[config.mk]
export PLATFORM = sky130hd
export DESIGN_NAME = sram_axi_bridge
export DESIGN_NICKNAME = d
export VERILOG_FILES = /design/src/rtl/sram_axi_bridge.sv
export SDC_FILE = /design/constraint.sdc
export NUM_CORES = 1
export LEC_CHECK = 0
export CORE_MARGIN = 1.5
export CORE_UTILIZATION = 30
export CTS_BUF_LIST = sky130_fd_sc_hd__clkbuf_8 sky130_fd_sc_hd__clkbuf_16
export DETAILED_ROUTE_END_ITERATION = 10
export GPL_TIMING_DRIVEN = 0
export PLACE_DENSITY = 0.66
export SLEW_MARGIN = 20
export SYNTH_ARGS = -nofsm -noshare
export SYNTH_HDL_FRONTEND = slang
export SYNTH_SLANG_ARGS = --single-unit
[constraint.sdc]
create_clock -name clk -period 1.7 [get_ports clk]
set_input_delay 0.34 -clock clk [delete_from_list [all_inputs] [get_ports clk]]
set_output_delay 0.34 -clock clk [all_outputs]
set_load 0.01 [all_outputs]
[src/rtl/sram_axi_bridge.sv]
// sram_axi_bridge: folds the CPU's instruction and data SRAM-like ports onto
// one single-beat AXI master, one transaction at a time.
// Optional build macro BRIDGE_DATA_PRIORITY_EN: data port always wins
// arbitration and the round-robin pointer is removed.
module sram_axi_bridge (
    input  logic        clk,
    input  logic        resetn,
    // instruction port
    input  logic        inst_req,
    input  logic        inst_wr,
    input  logic [1:0]  inst_size,
    input  logic [3:0]  inst_wstrb,
    input  logic [31:0] inst_addr,
    input  logic [31:0] inst_wdata,
    output logic        inst_addr_ok,
    output logic        inst_data_ok,
    output logic [31:0] inst_rdata,
    // data port
    input  logic        data_req,
    input  logic        data_wr,
    input  logic [1:0]  data_size,
    input  logic [3:0]  data_wstrb,
    input  logic [31:0] data_addr,
    input  logic [31:0] data_wdata,
    output logic        data_addr_ok,
    output logic        data_data_ok,
    output logic [31:0] data_rdata,
    // AR channel
    output logic [3:0]  arid,
    output logic [31:0] araddr,
    output logic [2:0]  arsize,
    output logic        arvalid,
    input  logic        arready,
    // R channel
    input  logic [3:0]  rid,
    input  logic [31:0] rdata,
    input  logic        rvalid,
    output logic        rready,
    // AW channel
    output logic [31:0] awaddr,
    output logic [2:0]  awsize,
    output logic        awvalid,
    input  logic        awready,
    // W channel
    output logic [31:0] wdata,
    output logic [3:0]  wstrb,
    output logic        wvalid,
    input  logic        wready,
    // B channel
    input  logic        bvalid,
    output logic        bready
);

    typedef enum logic [2:0] {IDLE, RD_ADDR, RD_DATA, WR_REQ, WR_RESP, RESP} state_t;

    state_t      state, state_nxt;
    logic        sel_inst, sel_data, accept;
    logic        req_src;
    logic        req_wr;
    logic [1:0]  req_size;
    logic [31:0] req_addr;
    logic [31:0] rdata_q;
    logic        aw_done, w_done, aw_fire, w_fire;
    logic [3:0]  unused_rid;

    // Only one read is ever outstanding, so the returned ID carries no information.
    assign unused_rid = rid;

`ifndef BRIDGE_DATA_PRIORITY_EN
    logic        prio_inst;
`endif

    // Pick at most one requester per cycle.
    always_comb begin
`ifdef BRIDGE_DATA_PRIORITY_EN
        sel_data = data_req;
`else
        sel_data = data_req && (!inst_req || !prio_inst);
`endif
        sel_inst = inst_req && !sel_data;
    end

    assign accept  = (state == IDLE) && (sel_inst || sel_data);
    assign aw_fire = awvalid && awready;
    assign w_fire  = wvalid && wready;

`ifndef BRIDGE_DATA_PRIORITY_EN
    // Round-robin pointer: the port just served yields priority to the other.
    always_ff @(posedge clk or negedge resetn) begin
        if (!resetn)     prio_inst <= 1'b0;
        else if (accept) prio_inst <= sel_data;
    end
`endif

    // Latch the accepted request; AXI address/data outputs come from here.
    always_ff @(posedge clk or negedge resetn) begin
        if (!resetn) begin
            req_src  <= 1'b0;
            req_wr   <= 1'b0;
            req_size <= 2'd0;
            req_addr <= 32'd0;
            wdata    <= 32'd0;
            wstrb    <= 4'd0;
        end else if (accept) begin
            req_src  <= sel_data;
            req_wr   <= sel_data ? data_wr    : inst_wr;
            req_size <= sel_data ? data_size  : inst_size;
            req_addr <= sel_data ? data_addr  : inst_addr;
            wdata    <= sel_data ? data_wdata : inst_wdata;
            wstrb    <= sel_data ? data_wstrb : inst_wstrb;
        end
    end

    assign arid   = {3'b000, req_src};
    assign araddr = req_addr;
    assign awaddr = req_addr;
    assign arsize = {1'b0, req_size};
    assign awsize = {1'b0, req_size};

    // Remember which write channel has already handshaken while in WR_REQ.
    always_ff @(posedge clk or negedge resetn) begin
        if (!resetn) begin
            aw_done <= 1'b0;
            w_done  <= 1'b0;
        end else if (state != WR_REQ) begin
            aw_done <= 1'b0;
            w_done  <= 1'b0;
        end else begin
            if (aw_fire) aw_done <= 1'b1;
            if (w_fire)  w_done  <= 1'b1;
        end
    end

    // Hold the last read beat for the response port.
    always_ff @(posedge clk or negedge resetn) begin
        if (!resetn)                        rdata_q <= 32'd0;
        else if (state == RD_DATA && rvalid) rdata_q <= rdata;
    end

    assign inst_rdata = rdata_q;
    assign data_rdata = rdata_q;

    // FSM state register.
    always_ff @(posedge clk or negedge resetn) begin
        if (!resetn) state <= IDLE;
        else         state <= state_nxt;
    end

    // FSM next-state logic.
    always_comb begin
        state_nxt = state;
        case (state)
            IDLE:    if (accept) state_nxt = (sel_data ? data_wr : inst_wr) ? WR_REQ : RD_ADDR;
            RD_ADDR: if (arready) state_nxt = RD_DATA;
            RD_DATA: if (rvalid) state_nxt = RESP;
            WR_REQ:  if ((aw_done || aw_fire) && (w_done || w_fire)) state_nxt = WR_RESP;
            WR_RESP: if (bvalid) state_nxt = RESP;
            RESP:    state_nxt = IDLE;
            default: state_nxt = IDLE;
        endcase
    end

    // FSM outputs; addr_ok is also masked while reset is held.
    always_comb begin
        inst_addr_ok = resetn && (state == IDLE) && sel_inst;
        data_addr_ok = resetn && (state == IDLE) && sel_data;
        arvalid      = (state == RD_ADDR);
        rready       = (state == RD_DATA);
        awvalid      = (state == WR_REQ) && !aw_done;
        wvalid       = (state == WR_REQ) && !w_done;
        bready       = (state == WR_RESP);
        inst_data_ok = (state == RESP) && !req_src;
        data_data_ok = (state == RESP) &&  req_src;
    end

endmodule

==> flow_metrics.tcl, run 1 <==
set metrics [dict create \
    yosysSeqAreaShare_pct 42.7 \
    cp-end-kind "output port" \
    num-nets-final 1012 \
    pwr-share-clk_pct 10.7 \
    synth_common_cells "mux2_4, dfrtp_1, buf_4, mux2_2, buf_12" \
    worstPathMaxFanout 4 \
    gp_congestion 0.781 \
    clk_pin_slew_ns 0.07 \
    met1_length_mm 7.27 \
    crit_path_start_kind "register" \
    drv_cap 0 \
    slew_violations 0 \
    vias_per_cell 4.26 \
    grt_pass1_vias 5084 \
    period_share_pct 107 \
    die_w_um 148 \
    arrival_ns 1.47 \
    fmaxAchievable_mhz 552 \
    wl_per_cell_um 17.3 \
    p_sw_w 0.00600 \
    p_sw_share_pct 31.7 \
    io_pins 370 \
    synth_seq_cells 108 \
    p_seq_share_pct 26.2 \
    num_rows 52 \
    synth_top_area_share_pct 42.7 \
    drc 0 \
    start_util_pct 31.0 \
    worstSkewPairLatency_ns 0.35 \
    dieArea_um2 22000 \
    synth.most_common_cell "mux2_4" \
    cts.sinks 108 \
    htreeDepth 3 \
    avgSynthCellArea_um2 15.4 \
    p_comb_share_pct 63.1 \
    yosysWarnings 0 \
    grt_max_degree 46 \
    synth_cells 412 \
    timing.rr.end "wdata[6]" \
    fin_skew_ns 0.00597 \
    layout_min_cycle_time_ns 1.81 \
    path_class "register to output port" \
    core_um2 20400 \
    ant_nets 0 \
    finalSetupViolCount 57 \
    dr.pass1.iters 4 \
    grt_first_pass_wirelength_mm 28.9 \
    syn2layout_area_growth_pct 74.9 \
    synth.largest_area_cell "dfrtp_1" \
    dr.first_iter.drc_count 100 \
    die_h_um 148 \
    status "finished, violations left" \
    synthFlopType "dfrtp_1" \
    gr-total-overflow 0 \
    dp.cells 1047 \
    synth_edf_count 0 \
    rrSetupSlack_ns -0.08 \
    rsz0062_at_grt "true" \
    antenna_found_initial 2 \
    totalWireLength_mm 19.0 \
    async_reset_ff_share_pct 100 \
    netlist_area_um2 6320 \
    violations "negative hold slack, negative setup slack" \
    clk_path_buf_depth 2 \
    io_buffer_count 360 \
    fin_util_pct 54.2 \
    route.met2.wl_mm 10.0 \
    ys_top_cells_by_area "dfrtp_1, mux2_4, buf_4" \
    ir_drop_mv 0.727 \
    cts-root-buf "clkbuf_16" \
    routed.top_layer "met5" \
    synthDistinctLibCells 33 \
    drive_above_1_share_pct 42.2 \
    reg2reg_depth 6 \
    hold_viol 43 \
    fin_ws_ns -0.111 \
    grt_util_all_layers_pct 17.0 \
    hp-class "input port to async pin" \
    p_per_area_nw_per_um2 1710 \
    p_int_w 0.0129 \
    reg2reg_from "req_src" \
    met3_length_mm 1.35 \
    cts_tree "done" \
    whs_ns -0.0854 \
    instances_no_fill 1101 \
    p_leak_nw 5.14 \
    critPathRequiredTime_ns 1.36 \
    numCtsBuffers 9 \
    route.vias.total 4692 \
    dp_hpwl_mm 14.3 \
    power_w 0.0189 \
]
==> state kept, by name, indices dropped and copies added, names as in the netlist <==
name / flops
req_src: 1
state: 3
aw_done: 1
wdata: 32
araddr: 32
req_size: 2
wstrb: 4
data_rdata: 32
w_done: 1
==> cell type report <==
| class | count | area, um2 |
|---|---|---|
| Fill cell | 1734 | 9370 |
| Multi-Input combinational cell | 213 | 2850 |
| Clock inverter | 6 | 47.5 |
| Tap cell | 270 | 338 |
| Timing Repair Buffer | 398 | 3950 |
| Antenna cell | 1 | 2.50 |
| Sequential cell | 108 | 2710 |
| Inverter | 1 | 3.75 |
| Clock buffer | 10 | 239 |
| Buffer | 94 | 932 |
==> metrics by stage <==
step / TNS (ns) / area (um2) / hold WS (ns) / worst slack (ns)
after floorplan: 0 / 6340 / 0.0444 / 0.123
after global placement: -462.82 / 10300 / 0.495 / -4.24
after detailed placement: -38.89 / 10300 / 0.289 / -0.893
after CTS: -4.24 / 10800 / -0.0785 / -0.149
after global routing: -6.08 / 11100 / -0.0681 / -0.167
final: -2.67 / 11100 / -0.0854 / -0.111
==> worst max-delay path by stage <==
stage,slack (ns),cells past startpoint,startpoint,endpoint
2_1_floorplan,0.12,5,req_src,araddr[21]
3_3_place_gp,-4.24,3,resetn,inst_addr_ok
3_5_place_dp,-0.89,6,inst_req,data_addr_ok
4_1_cts,-0.15,5,req_src,inst_addr_ok
5_1_grt,-0.17,5,req_src,inst_addr_ok
6_report,-0.11,5,req_src,inst_addr_ok
==> critical path, stage by stage (launching register included) <==
cell      delay [ns]
dfrtp_2         0.43
a21boi_2        0.15
buf_6           0.13
buf_12          0.09
and4b_1         0.18
buf_2           0.14
==> logic make-up (layout without fill, tap and decap cells) <==
group / count (synthesis) / after routing / synth area share, %
AOI/OAI and AO/OA: 11 / 11 / 1.39
buffers and inverters: 95 / 509 / 13.8
DFF: 108 / 108 / 42.7
muxes: 174 / 174 / 39.6
other: 1 / 6 / 0.0593
and+or+nand+nor: 23 / 23 / 2.41
==> power groups by stage <==
stage | sequential, W | clock (W) | combinational (W)
finish | 0.00496 | 0.00203 | 0.0119
detailed placement | 0.00500 | 0 | 0.0117
floorplan | 0.00536 | 0 | 0.00569
CTS | 0.00497 | 0.00211 | 0.0116
global route | 0.00514 | 0.00222 | 0.0126
global placement | 0.00496 | 0 | 0.0116
==> timing repair <==
item,CTS,global route
setup endpoints to repair,150,114
setup buffers,24,6
hold endpoints to repair,43,43
gates resized for setup,137,27
cloned,1,6
pin swaps,3,4
==> layout by cell type (no fill, tap or decap), types with 2 or more instances in the layout <==
master	instances
dfrtp_1	104
mux2_2	23
dlygate4sd2_1	70
conb_1	5
buf_2	7
buf_6	9
a221oi_1	2
buf_4	99
dlymetal6s2s_1	7
clkbuf_16	15
inv_1	2
clkinvlp_4	2
nor2b_1	2
buf_12	16
nor3b_4	2
buf_8	2
nor2_2	2
nor2_1	4
dfrtp_2	4
clkdlybuf4s50_1	272
mux2_4	151
and2_4	2
clkbuf_8	2
==> routing by layer <==
metal	vias to the layer above	track usage, %
met2	214	31.6
met3	25	4.36
met5	-	0
met4	2	5.00
li1	2196	-
met1	2255	19.0
Note: power is estimated with default switching activity, not from simulation.
==> run 2, diff against run 1 <==
--- a/config.mk
+++ b/config.mk
@@ -10,7 +10,7 @@
 export CTS_BUF_LIST = sky130_fd_sc_hd__clkbuf_8 sky130_fd_sc_hd__clkbuf_16
 export DETAILED_ROUTE_END_ITERATION = 10
 export GPL_TIMING_DRIVEN = 0
-export PLACE_DENSITY = 0.66
+export PLACE_DENSITY = 0.69
 export SLEW_MARGIN = 20
 export SYNTH_ARGS = -nofsm -noshare
 export SYNTH_HDL_FRONTEND = slang
==> constraint.sdc (replaced) <==
create_clock -name clk -period 1.6 [get_ports clk]
set_input_delay 0.32 -clock clk [delete_from_list [all_inputs] [get_ports clk]]
set_output_delay 0.32 -clock clk [all_outputs]
set_load 0.01 [all_outputs]
==> run 2 against run 1 <==
Compared with the run above:
- the flow still finishes with violations (negative hold slack, negative setup slack)
- combinational power increased by 4%
- cell count increased by 0.91%
- count of clock-buffer cells in the layout increased by 1
- design area increased by 0.59%
- sequential share of layout area decreased by 0.12 points
- critical path type is now register to register
==> flow_metrics.tcl, run 2 (synthesized netlist as in run 1, its figures left out) <==
set metrics [dict create \
    final_common_cell "clkdlybuf4s50_1" \
    gr-total-overflow 0 \
    p_sw_share_pct 32.7 \
    dp_hpwl_mm 14.1 \
    slew_headroom_pct 65.7 \
    path_buf_inv 4 \
    p_seq_share_pct 26.4 \
    routed.top_layer "met4" \
    numCtsBuffers 9 \
    arrival_ns 2.07 \
    met3_length_mm 1.37 \
    grt_first_pass_wirelength_mm 27.8 \
    crit_top_cell "buf_12" \
    wl_per_cell_um 17.2 \
    status "finished, violations left" \
    tightest_slew_ns 0.514 \
    n_fill_cell 1801 \
    slew_violations 0 \
    period_share_pct 115 \
    final_cell_mix "clkdlybuf4s50_1, mux2_4, dlygate4sd2_1" \
    p_sw_w 0.00649 \
    worstSkewPairLatency_ns 0.35 \
    rsz0062_at_grt "true" \
    dr.first_iter.drc_count 104 \
    path_class "register to register" \
    num_rows 52 \
    clk_path_buf_depth 2 \
    p_int_w 0.0134 \
    p_leak_nw 5.43 \
    crit_path_start_kind "register" \
    dieArea_um2 22000 \
    violations "negative hold slack, negative setup slack" \
    hp-class "input port to async pin" \
    route.vias.total 4695 \
    grt_max_degree 60 \
    grt_pass1_vias 4855 \
    die_h_um 148 \
    gp_congestion 0.731 \
    totalWireLength_mm 19.1 \
    stdcell_area_um2 11100 \
    cts_tree "done" \
    dr.pass1.iters 4 \
    cp-end-kind "register" \
    critPathRequiredTime_ns 1.83 \
    hold_viol 49 \
    pwr-share-clk_pct 11.4 \
    vias_per_cell 4.23 \
    finalSetupViolCount 111 \
    n_antenna_cell 0 \
    drv_cap 0 \
    grt_util_all_layers_pct 16.7 \
    clk_pin_slew_ns 0.08 \
    drive_above_1_share_pct 43.4 \
    worst_path_max_delay_cell "dfrtp_2" \
    cts-root-buf "clkbuf_16" \
    p_per_area_nw_per_um2 1790 \
    fmaxAchievable_mhz 543 \
    reg2reg_from "state[1]" \
    htreeDepth 3 \
    cp_cell_sequence "buf_6 -> nor3_4 -> o21a_2 -> buf_12 -> buf_12 -> buf_12 -> mux2_4" \
    ant_nets 0 \
    timing.rr.end "wdata[22]" \
    syn2layout_area_growth_pct 76.0 \
    io_pins 370 \
    reg2reg_depth 7 \
    num-nets-final 1023 \
    ir_drop_mv 0.771 \
    met1_length_mm 7.79 \
    start_util_pct 31.0 \
    fin_skew_ns 0.00691 \
    rrSetupSlack_ns -0.24 \
    core_um2 20400 \
    fin_ws_ns -0.240 \
    crit_family "buffers and inverters" \
    route.met2.wl_mm 9.82 \
    io_buffer_count 360 \
    die_w_um 148 \
    p_comb_share_pct 62.2 \
    antenna_found_initial 0 \
    drc 0 \
    cts.sinks 108 \
    layout_min_cycle_time_ns 1.84 \
    max_stage_delay_ns 0.43 \
    whs_ns -0.0909 \
    placed_area_um2 10300 \
    pre_cts_ws_ns -0.998 \
    worstPathMaxFanout 10 \
]
[run 2: how the worst max path moves through the flow]
stage / startpoint / to / slack [ns] / depth (start not counted)
finish: state[1] / wdata[22] / -0.24 / 7
global route: req_src / inst_addr_ok / -0.32 / 5
CTS: req_src / inst_addr_ok / -0.26 / 5
detailed placement: data_req / data_addr_ok / -1.0 / 6
global placement: resetn / inst_addr_ok / -4.61 / 3
floorplan: req_src / araddr[21] / 0.02 / 5
[run 2: metrics by stage]
stage | util, % | std cells | setup TNS, ns | power [W]
6_report | 54.5 | 1111 | -15.72 | 0.0199
5_1_grt | 54.5 | 1111 | -23.64 | 0.0210
4_1_cts | 53.2 | 1097 | -15.41 | 0.0197
3_5_place_dp | 50.5 | 1047 | -52.09 | 0.0177
3_3_place_gp | 50.3 | 1046 | -524.13 | 0.0176
2_1_floorplan | - | 416 | 0 | 0.0117
[run 2: power by group through the flow]
| stage | clock network (W) | registers [W] | logic [W] |
|---|---|---|---|
| 2_1_floorplan | 0 | 0.00570 | 0.00604 |
| 3_3_place_gp | 0 | 0.00534 | 0.0123 |
| 3_5_place_dp | 0 | 0.00534 | 0.0124 |
| 4_1_cts | 0.00233 | 0.00527 | 0.0121 |
| 5_1_grt | 0.00243 | 0.00545 | 0.0131 |
| 6_report | 0.00227 | 0.00525 | 0.0124 |
[run 2: routing by layer]
metal	global-route usage [%]	vias up
li1	-	2217
met1	19.8	2257
met2	30.0	211
met3	4.05	10
met4	4.46	0
met5	0	-
[run 2: final cells by class]
class	instances	area, um2	area share, %
timing repair buffer	409	4000	36.0
multi-input combinational	213	2860	25.7
sequential	108	2710	24.4
buffer	94	923	8.30
tap	270	338	3.04
clock buffer	11	253	2.27
clock inverter	5	42.5	0.382
inverter	1	3.75	0.0337
[run 2: timing repair]
item / in CTS / in global routing
gates cloned: 4 / 4
hold endpoints to repair: 49 / 49
pin swaps: 4 / 4
gates resized for setup: 236 / 28
endpoints found under the setup margin: 233 / 126
setup buffers: 30 / 10
